`src/rtl/psum_ctrl_pkg.sv`:
```
// Shared types for the psum adder-tree sequencer: FSM state encoding,
// the per-beat tag that rides alongside the adder tree, and the fixed
// adder latency.
package psum_ctrl_pkg;

  // Adder tree latency from PE data to adder output, in cycles.
  localparam int LAT = 3;

  typedef enum logic [1:0] {
    IDLE  = 2'd0,
    RUN   = 2'd1,
    DRAIN = 2'd2,
    DONE  = 2'd3
  } state_t;

  // Position tag of one PE beat; all-zero encodes a bubble.
  typedef struct packed {
    logic vld;
    logic first;
    logic last;
    logic eol;
  } tag_t;

  localparam tag_t TAG_NONE = '0;

  // Saturating 32-bit increment used by the optional perf counters.
  function automatic logic [31:0] sat_inc(input logic [31:0] v);
    return (v == 32'hFFFF_FFFF) ? v : v + 32'd1;
  endfunction

endpackage

```
`src/rtl/psum_tag_pipe.sv`:
```
// LAT-deep shift register carrying beat tags in lockstep with the adder
// tree. Advances every cycle; bubbles enter as all-zero tags. Every stage
// is exposed so the controller can pick the tap matching each strobe.
module psum_tag_pipe
  import psum_ctrl_pkg::*;
#(
  parameter int DEPTH = 3
) (
  input  logic                    clk,
  input  logic                    rst,
  input  tag_t                    tag_in,
  output tag_t [DEPTH-1:0]        taps
);

  tag_t [DEPTH-1:0] pipe_q;
  tag_t [DEPTH-1:0] pipe_d;

  // Shift every stage by one and load the new tag into stage 0.
  always_comb begin
    pipe_d    = pipe_q;
    pipe_d[0] = tag_in;
    for (int i = 1; i < DEPTH; i++) begin
      pipe_d[i] = pipe_q[i-1];
    end
  end

  // Pipe register; reset flushes every in-flight tag.
  always_ff @(posedge clk) begin
    if (rst) begin
      pipe_q <= '0;
    end else begin
      pipe_q <= pipe_d;
    end
  end

  assign taps = pipe_q;

endmodule

```
`src/rtl/psum_add_ctrl.sv`:
```
// Sequencer for the 3-stage psum adder tree. Tracks the column/channel
// position of each PE beat and drives the psum FIFO pop, the zero-select
// mux and the FIFO push / final-output strobes, each aligned with the
// adder stage that consumes it.
// Optional feature macro: PSUM_CTRL_PERF_EN adds perf_run_cyc/perf_beats.
module psum_add_ctrl
  import psum_ctrl_pkg::*;
#(
  parameter int COL_W = 8,
  parameter int CHN_W = 10,
  parameter int LAT   = 3
) (
  input  logic             clk,
  input  logic             rst,
  input  logic             start,
  input  logic [COL_W-1:0] cfg_cols,
  input  logic [CHN_W-1:0] cfg_chans,
  output logic             busy,
  output logic             done,
  output logic             cfg_err,
  input  logic             pe_valid,
  output logic             fifo_rd_en,
  output logic             fifo_sel_zero,
  output logic             fifo_wr_en,
  output logic             out_valid,
  output logic             out_last
`ifdef PSUM_CTRL_PERF_EN
  ,
  output logic [31:0]      perf_run_cyc,
  output logic [31:0]      perf_beats
`endif
);

  // The strobe taps below are hard-wired to a 3-stage tree.
  if (LAT != 3) begin : g_lat_check
    $error("psum_add_ctrl: LAT must be 3");
  end

  state_t           state_q,   state_d;
  logic [COL_W-1:0] cols_q,    cols_d;
  logic [CHN_W-1:0] chans_q,   chans_d;
  logic [COL_W-1:0] col_q,     col_d;
  logic [CHN_W-1:0] chn_q,     chn_d;
  logic             cfg_err_q, cfg_err_d;

  logic             cfg_ok;
  logic             start_ok;
  logic             beat;
  logic             last_col;
  logic             last_chn;
  logic             drained;
  tag_t             tag_in;
  tag_t [LAT-1:0]   taps;
  logic             unused_tap_first;

  // Start qualification, beat acceptance and position decode of the current beat.
  always_comb begin
    cfg_ok   = (cfg_cols >= COL_W'(3)) && (cfg_chans != '0);
    start_ok = start && (state_q == IDLE) && cfg_ok;
    beat     = pe_valid && (state_q == RUN);
    last_col = (col_q == cols_q - COL_W'(1));
    last_chn = (chn_q == chans_q - CHN_W'(1));
  end

  // Build the tag for this cycle; a non-beat cycle inserts an all-zero bubble.
  always_comb begin
    tag_in       = TAG_NONE;
    tag_in.vld   = beat;
    tag_in.first = beat && (chn_q == '0);
    tag_in.last  = beat && last_chn;
    tag_in.eol   = beat && last_col;
  end

  psum_tag_pipe #(
    .DEPTH (LAT)
  ) u_tag_pipe (
    .clk    (clk),
    .rst    (rst),
    .tag_in (tag_in),
    .taps   (taps)
  );

  // The tree is empty after this cycle once every stage but the last holds a bubble.
  always_comb begin
    drained = 1'b1;
    for (int i = 0; i < LAT - 1; i++) begin
      if (taps[i] != TAG_NONE) begin
        drained = 1'b0;
      end
    end
  end

  // Next-state logic: RUN until the final beat, DRAIN until the pipe empties, one DONE cycle.
  always_comb begin
    state_d = state_q;
    case (state_q)
      IDLE: begin
        if (start_ok) begin
          state_d = RUN;
        end
      end
      RUN: begin
        if (beat && last_col && last_chn) begin
          state_d = DRAIN;
        end
      end
      DRAIN: begin
        if (drained) begin
          state_d = DONE;
        end
      end
      DONE: begin
        state_d = IDLE;
      end
      default: begin
        state_d = IDLE;
      end
    endcase
  end

  // Config capture on an accepted start, column/channel counting per beat, reject flag.
  always_comb begin
    cols_d    = cols_q;
    chans_d   = chans_q;
    col_d     = col_q;
    chn_d     = chn_q;
    cfg_err_d = start && (state_q == IDLE) && !cfg_ok;
    if (start_ok) begin
      cols_d  = cfg_cols;
      chans_d = cfg_chans;
      col_d   = '0;
      chn_d   = '0;
    end else if (beat) begin
      if (last_col) begin
        col_d = '0;
        chn_d = chn_q + CHN_W'(1);
      end else begin
        col_d = col_q + COL_W'(1);
      end
    end
  end

  // Control state register with synchronous reset.
  always_ff @(posedge clk) begin
    if (rst) begin
      state_q   <= IDLE;
      cols_q    <= '0;
      chans_q   <= '0;
      col_q     <= '0;
      chn_q     <= '0;
      cfg_err_q <= 1'b0;
    end else begin
      state_q   <= state_d;
      cols_q    <= cols_d;
      chans_q   <= chans_d;
      col_q     <= col_d;
      chn_q     <= chn_d;
      cfg_err_q <= cfg_err_d;
    end
  end

  // Strobes read from the tap aligned with each adder stage: pop at t+1, zero-mux at t+2, result at t+3.
  always_comb begin
    busy          = (state_q == RUN) || (state_q == DRAIN);
    done          = (state_q == DONE);
    cfg_err       = cfg_err_q;
    fifo_rd_en    = taps[0].vld && !taps[0].first;
    fifo_sel_zero = taps[1].vld && taps[1].first;
    fifo_wr_en    = taps[LAT-1].vld && !taps[LAT-1].last;
    out_valid     = taps[LAT-1].vld && taps[LAT-1].last;
    out_last      = taps[LAT-1].vld && taps[LAT-1].last && taps[LAT-1].eol;
  end

  // The first flag has no consumer once the tag reaches the adder output.
  assign unused_tap_first = taps[LAT-1].first;

`ifdef PSUM_CTRL_PERF_EN
  logic [31:0] perf_run_cyc_q, perf_run_cyc_d;
  logic [31:0] perf_beats_q,   perf_beats_d;

  // Saturating activity counters, cleared by an accepted start and frozen outside RUN/DRAIN.
  always_comb begin
    perf_run_cyc_d = perf_run_cyc_q;
    perf_beats_d   = perf_beats_q;
    if (start_ok) begin
      perf_run_cyc_d = '0;
      perf_beats_d   = '0;
    end else begin
      if (busy) begin
        perf_run_cyc_d = sat_inc(perf_run_cyc_q);
      end
      if (beat) begin
        perf_beats_d = sat_inc(perf_beats_q);
      end
    end
  end

  // Perf counter registers.
  always_ff @(posedge clk) begin
    if (rst) begin
      perf_run_cyc_q <= '0;
      perf_beats_q   <= '0;
    end else begin
      perf_run_cyc_q <= perf_run_cyc_d;
      perf_beats_q   <= perf_beats_d;
    end
  end

  assign perf_run_cyc = perf_run_cyc_q;
  assign perf_beats   = perf_beats_q;
`endif

endmodule

```
`config.mk`:
```
export PLATFORM = sky130hd
export DESIGN_NAME = psum_add_ctrl
export DESIGN_NICKNAME = d
export VERILOG_FILES = /design/src/rtl/psum_ctrl_pkg.sv /design/src/rtl/psum_tag_pipe.sv /design/src/rtl/psum_add_ctrl.sv
export SDC_FILE = /design/constraint.sdc
export NUM_CORES = 1
export LEC_CHECK = 0
export ABC_AREA = 1
export CORE_ASPECT_RATIO = 1.75
export CORE_MARGIN = 2
export CORE_UTILIZATION = 45
export DETAILED_ROUTE_END_ITERATION = 8
export DONT_BUFFER_PORTS = 1
export HOLD_SLACK_MARGIN = 0.06
export PLACE_DENSITY_LB_ADDON = 0.12
export SYNTH_ARGS = -nofsm -noshare
export SYNTH_HDL_FRONTEND = slang
export SYNTH_SLANG_ARGS = --single-unit
```
`constraint.sdc`:
```
create_clock -name clk -period 2.1 [get_ports clk]
set_input_delay 0.21 -clock clk [delete_from_list [all_inputs] [get_ports clk]]
set_output_delay 0.21 -clock clk [all_outputs]
set_load 0.01 [all_outputs]
```
# ---- Yosys cells after proc, flatten, opt, wreduce, memory -nomap -nowiden
# Index checks and enable logic that the tools add are counted.
dict set report totals {
  register_bits 50
  inputBits 22
  out_inout_bits 8
}
dict set report classes {
  magnitude_cmp 1
  n_reduce_logical 26
  add_sub_neg 4
  mux 7
  n_eq_ne 8
}
# operator count
set op_table {}
lappend op_table {{logical AND 1 bit} 14}
lappend op_table {{adder 10 x 1 -> 10 bit (second input constant)} 1}
lappend op_table {{== test 10 bit} 1}
lappend op_table {{zero test 10 bit} 1}
lappend op_table {{nonzero test 10 bit} 1}
lappend op_table {{subtractor 10 x 1 -> 10 bit (second input constant)} 1}
lappend op_table {{adder 8 x 1 -> 8 bit (second input constant)} 1}
lappend op_table {{== test 8 bit} 1}
lappend op_table {{>= comparator 8 x 2 -> 1 bit (second input constant)} 1}
lappend op_table {{2-to-1 mux 8 bit} 1}
lappend op_table {{case mux 2 bit (4 select lines)} 1}
lappend op_table {{nonzero test 4 bit} 2}
lappend op_table {{subtractor 8 x 1 -> 8 bit (second input constant)} 1}
lappend op_table {{2-to-1 mux 2 bit} 3}
lappend op_table {{inequality test 2 bit (second input constant)} 3}
lappend op_table {{== test 2 bit (second input constant)} 2}
lappend op_table {{zero test 1 bit} 3}
lappend op_table {{AND reduction 3 bit} 1}
lappend op_table {{== test 2 x 1 -> 1 bit (second input constant)} 1}
lappend op_table {{zero test 2 bit} 1}
lappend op_table {{2-to-1 mux 1 bit} 2}
lappend op_table {{AND reduction 2 bit} 1}
lappend op_table {{OR reduction 2 bit} 1}
lappend op_table {{logical OR 1 bit} 1}

# ---- Depth between registers and ports, before layout
dict set report depth {
  depth_word 6
  mapped_depth 16
  mapped_depth_nobuf 16
}

# ---- Hierarchy
# From an unflattened synthesis, not the netlist that was laid out.
dict set report unflattened {
  cells_unflattened 440
  area_unflattened_um2 2902.8
}
# module n_inst seq_area_each_um2 area_each_um2 cells_each
set modules_own_cells {}
lappend modules_own_cells {psum_add_ctrl 1 780.7 2561.2 403}
lappend modules_own_cells {psum_tag_pipe 1 240.2 341.6 37}

# ---- Worst setup path after synthesis
# No wires, ideal clock.
dict set report synth_timing {
  path_type {register to register}
  start {reg cols_q[0]}
  end {reg chn_q[2]}
  required_time_ps 1978
  setup_slack_ps 316
  period_less_slack_ps 1784
  arrival_time_ps 1663
  path_buffers 1
  stages_incl_launch_ff 11
  cell_sequence {dfxtp_1 -> inv_2 -> ha_1 -> xnor2_1 -> nor2_1 -> nand4_1 -> nor2_1 -> nand3_4 -> buf_6 -> nor3_1 -> nor3b_2}
}
dict set report synth_via {
  elab_chain_len 3
}
# item line
set synth_rtl {}
lappend synth_rtl {{from (decl)} psum_add_ctrl.sv:40} ;# logic [COL_W-1:0] cols_q, cols_d;
lappend synth_rtl {{from (signal assigned)} psum_add_ctrl.sv:154} ;# cols_q <= cols_d;
lappend synth_rtl {{subtractor 8 x 1 -> 8 bit} psum_add_ctrl.sv:61} ;# last_col = (col_q == cols_q - COL_W'(1));
lappend synth_rtl {{== test 8 bit} psum_add_ctrl.sv:61}
lappend synth_rtl {{AND reduction 2 bit (no line)} -}
lappend synth_rtl {{to (signal assigned)} psum_add_ctrl.sv:157} ;# chn_q <= chn_d;
lappend synth_rtl {{to (decl)} psum_add_ctrl.sv:43} ;# logic [CHN_W-1:0] chn_q, chn_d;
# Every way passes these cells.
# A chain may end at the register's enable or synchronous reset.

# ---- Worst setup path in the final report
dict set report layout_timing {
  start {reg chans_q[1]}
  end {reg state_q[0]}
}
dict set report layout_via {
  elab_chain_len 5
}
# item line
set layout_rtl {}
lappend layout_rtl {{from (decl)} psum_add_ctrl.sv:41} ;# logic [CHN_W-1:0] chans_q, chans_d;
lappend layout_rtl {{from (signal assigned)} psum_add_ctrl.sv:155} ;# chans_q <= chans_d;
lappend layout_rtl {{subtractor 10 x 1 -> 10 bit} psum_add_ctrl.sv:62} ;# last_chn = (chn_q == chans_q - CHN_W'(1));
lappend layout_rtl {{== test 10 bit} psum_add_ctrl.sv:62}
lappend layout_rtl {{logical AND 1 bit} psum_add_ctrl.sv:103} ;# if (beat && last_col && last_chn) begin
lappend layout_rtl {{inequality test 2 bit (no line)} -}
lappend layout_rtl {{AND reduction 3 bit (no line)} -}
lappend layout_rtl {{to (signal assigned)} psum_add_ctrl.sv:153} ;# state_q <= state_d;
lappend layout_rtl {{to (decl)} psum_add_ctrl.sv:39} ;# state_t state_q, state_d;
# Every way passes these cells.

==> results.json <==
{
  "place.port_buffers": 0,
  "final_cell_count_no_fill": 519,
  "hold_viol": 0,
  "place_hpwl_mm": 5.51,
  "antenna_found_initial": 0,
  "skew_ns": 0.0122,
  "drcViolationCount": 0,
  "cp-end-kind": "flop",
  "dieHeight_um": 110,
  "num_vias": 2641,
  "hold_slack_ns": 0.0869,
  "diodes": 0,
  "critical_path_class": "reg2reg",
  "cp_max_fo": 5,
  "core_mm2": 0.00623,
  "finalPower_mw": 3.27,
  "wire_per_inst_um": 13.3,
  "status": "finished, final reports clean",
  "tightest_slew_ns": 0.444,
  "cts-buffers-inserted": 5,
  "clk_latency_ns": 0.31,
  "netlist_instances": 422,
  "nets": 470,
  "finalSetupViolations": 0,
  "cp.required_ns": 2.32,
  "fp.dieW_um": 64.7,
  "reg2reg_slack_ns": 0.18,
  "p_leak_nw": 1.35,
  "period_share": 0.916,
  "seq_area_mm2": 0.00100,
  "ys_ff_latch": 50,
  "internal-power_mw": 1.87,
  "clkTransAtPathRegs_ns": 0.09,
  "nFillCells": 649,
  "wl_mm": 6.90,
  "fmax_mhz": 520,
  "multi_input_area_mm2": 0.00163,
  "track_usage": 0.202,
  "reg2reg_to": "state_q[0]",
  "p_clk_frac": 0.168,
  "gp_congestion": 0.918,
  "cts_root_buffer": "clkbuf_8",
  "whs_endpoint": "cols_q[5]",
  "io_pins": 30,
  "slew_viol_final": 0,
  "via_per_inst": 5.09,
  "cts.htree.levels": 2,
  "final_util": 0.515,
  "num_rows": 38,
  "ys_seq_area_frac": 0.345,
  "ant_nets": 0,
  "worstPathArrival_ns": 2.14,
  "rr_worst_depth": 15,
  "syn-num-nets": 453,
  "synth_edf_count": 0,
  "clock_path_buffers": 2,
  "grt_max_degree": 25,
  "syn_area_mm2": 0.00291,
  "vdd_drop_max_uv": 545,
  "synth_warnings": 0,
  "slew_headroom": 0.701,
  "rsz0062_at_grt": "false",
  "switchingPower_mw": 1.40,
  "combPwrFrac": 0.461,
  "hold_class": "in2reg",
  "final.setup.tns_ns": 0,
  "dpl.cell_count": 503,
  "p_per_area_mw_per_mm2": 1020,
  "min_period_ns": 1.92,
  "start_util": 0.466,
  "post_synth.cell_area_avg_um2": 6.88,
  "area_growth_pct": 10.3,
  "swShare": 0.429,
  "clock-sinks": 50,
  "cts_tree": "yes",
  "hp-start": "cfg_cols[5]",
  "synth.distinct_cells": 35,
  "drt_pass1_iterations": 4,
  "grt_pass1_vias": 2519,
  "drt_iter0_drc": 109,
  "overflow": 0,
  "grt_pass1_wl_mm": 11.0,
  "hold_path_depth": 2,
  "cap_violations": 0,
  "dieArea_mm2": 0.00714,
  "r2r_start": "chans_q[1]",
  "ys.flop_type": "dfxtp_1",
  "drive_gt1_frac": 0.148,
  "power_frac_seq": 0.372,
  "cp-start-kind": "flop",
  "async_flop_share": 0
}
[state kept, by name (all words and copies together), names as in the netlist]
| name | cells |
|---|---|
| u_tag_pipe.taps | 11 |
| chans_q | 10 |
| col_q | 8 |
| cols_q | 8 |
| cfg_err | 1 |
| state_q | 2 |
| chn_q | 10 |
[placed cells by master (no fill, tap or decap), types with 2 or more instances in the layout]
master / instances
dfxtp_2: 2
nor2_2: 6
xor2_1: 11
buf_4: 16
nor2_4: 3
nor3_1: 6
ha_1: 8
o21ai_0: 20
clkbuf_8: 5
inv_2: 8
nand3_4: 2
dfxtp_1: 48
a21oi_1: 33
dlygate4sd3_1: 2
nand4_1: 9
o21ai_2: 3
nor4_1: 10
inv_1: 57
xnor2_1: 2
nor3b_2: 4
nor2_1: 33
nand3_1: 32
o21ai_1: 3
nand3_2: 4
nand2_1: 95
nand2_2: 4
nor3_2: 2
[power groups by stage]
stage	Combinational, mW	Sequential, mW	Clock, mW
global route	1.72	1.23	0.604
CTS	1.51	1.21	0.568
global placement	1.47	1.24	0
floorplan	1.20	1.20	0
detailed placement	1.49	1.24	0
finish	1.51	1.21	0.548
[cells in the mapped netlist, types with 2 or more instances]
cell type / n / area [um2]
a21oi_1: 33 / 165
buf_2: 3 / 15.0
clkbuf_1: 4 / 15.0
dfxtp_1: 50 / 1000
ha_1: 9 / 113
inv_1: 57 / 214
inv_2: 8 / 30.0
nand2_1: 95 / 357
nand2_2: 4 / 25.0
nand3_1: 32 / 160
nand3_2: 3 / 30.0
nand3_4: 2 / 35.0
nand4_1: 9 / 56.3
nor2_1: 34 / 128
nor2_2: 5 / 31.3
nor2_4: 3 / 33.8
nor3_1: 7 / 35.0
nor3b_2: 4 / 50.1
nor4_1: 10 / 62.6
o21ai_0: 20 / 100
o21ai_1: 4 / 20.0
o21ai_2: 2 / 17.5
xnor2_1: 2 / 17.5
xor2_1: 11 / 96.3
[logic make-up after synthesis]
group	share of synthesized area
flops	0.345
compound gates	0.118
xor+xnor	0.0392
buf+inv	0.104
fa+ha+maj	0.0388
simple gates	0.356
[cell type report]
cell class,instances,area share
Tap cell,80,0.0312
Clock buffer,6,0.0226
Clock inverter,1,0.00234
Timing Repair Buffer,18,0.0437
Sequential cell,50,0.313
Multi-Input combinational cell,297,0.507
Inverter,67,0.0800
[metal layers]
layer  track usage  part of all wire
met5             0                 0
met4        0.0897             0.025
met3        0.0315             0.021
met2         0.413              0.59
met1         0.189              0.36
[timing repair]
item	CTS	global route
resized for setup	0	7
buffers inserted	0	6
hold buffers	2	0
setup endpoints to repair	0	6
hold endpoints to repair	10	0
[worst max-delay path by stage]
stage                    start    endpoint  slack [ns]  cells after the start
floorplan            cols_q[0]    chn_q[2]        0.32                     10
global route         cols_q[0]  state_q[0]       0.003                     13
finish              chans_q[1]  state_q[0]        0.18                     15
global placement     cols_q[0]    chn_q[5]        0.12                     11
CTS                  cols_q[0]    chn_q[5]        0.07                     11
detailed placement   cols_q[0]    chn_q[5]        0.08                     11
[per-stage QoR]
| step | setup slack, ns | area (um2) |
|---|---|---|
| 2_1_floorplan | 0.316 | 2910 |
| 3_3_place_gp | 0.123 | 3030 |
| 3_5_place_dp | 0.0814 | 3030 |
| 4_1_cts | 0.0744 | 3130 |
| 5_1_grt | 0.00301 | 3210 |
| 6_report | 0.177 | 3210 |
[worst max-delay path: stages, from the launching register on]
cell	delay [ns]
dfxtp_1	0.34
inv_1	0.11
ha_1	0.21
nand2_2	0.10
nor2_4	0.13
nand2_1	0.07
nand2_1	0.09
nand2_1	0.05
nand2_1	0.07
nand2_1	0.06
nor2_2	0.11
nand3_2	0.11
o21bai_4	0.18
nand3_1	0.08
nand2_1	0.07
nor2_1	0.04
Note: power is estimated with default switching activity, not from simulation.
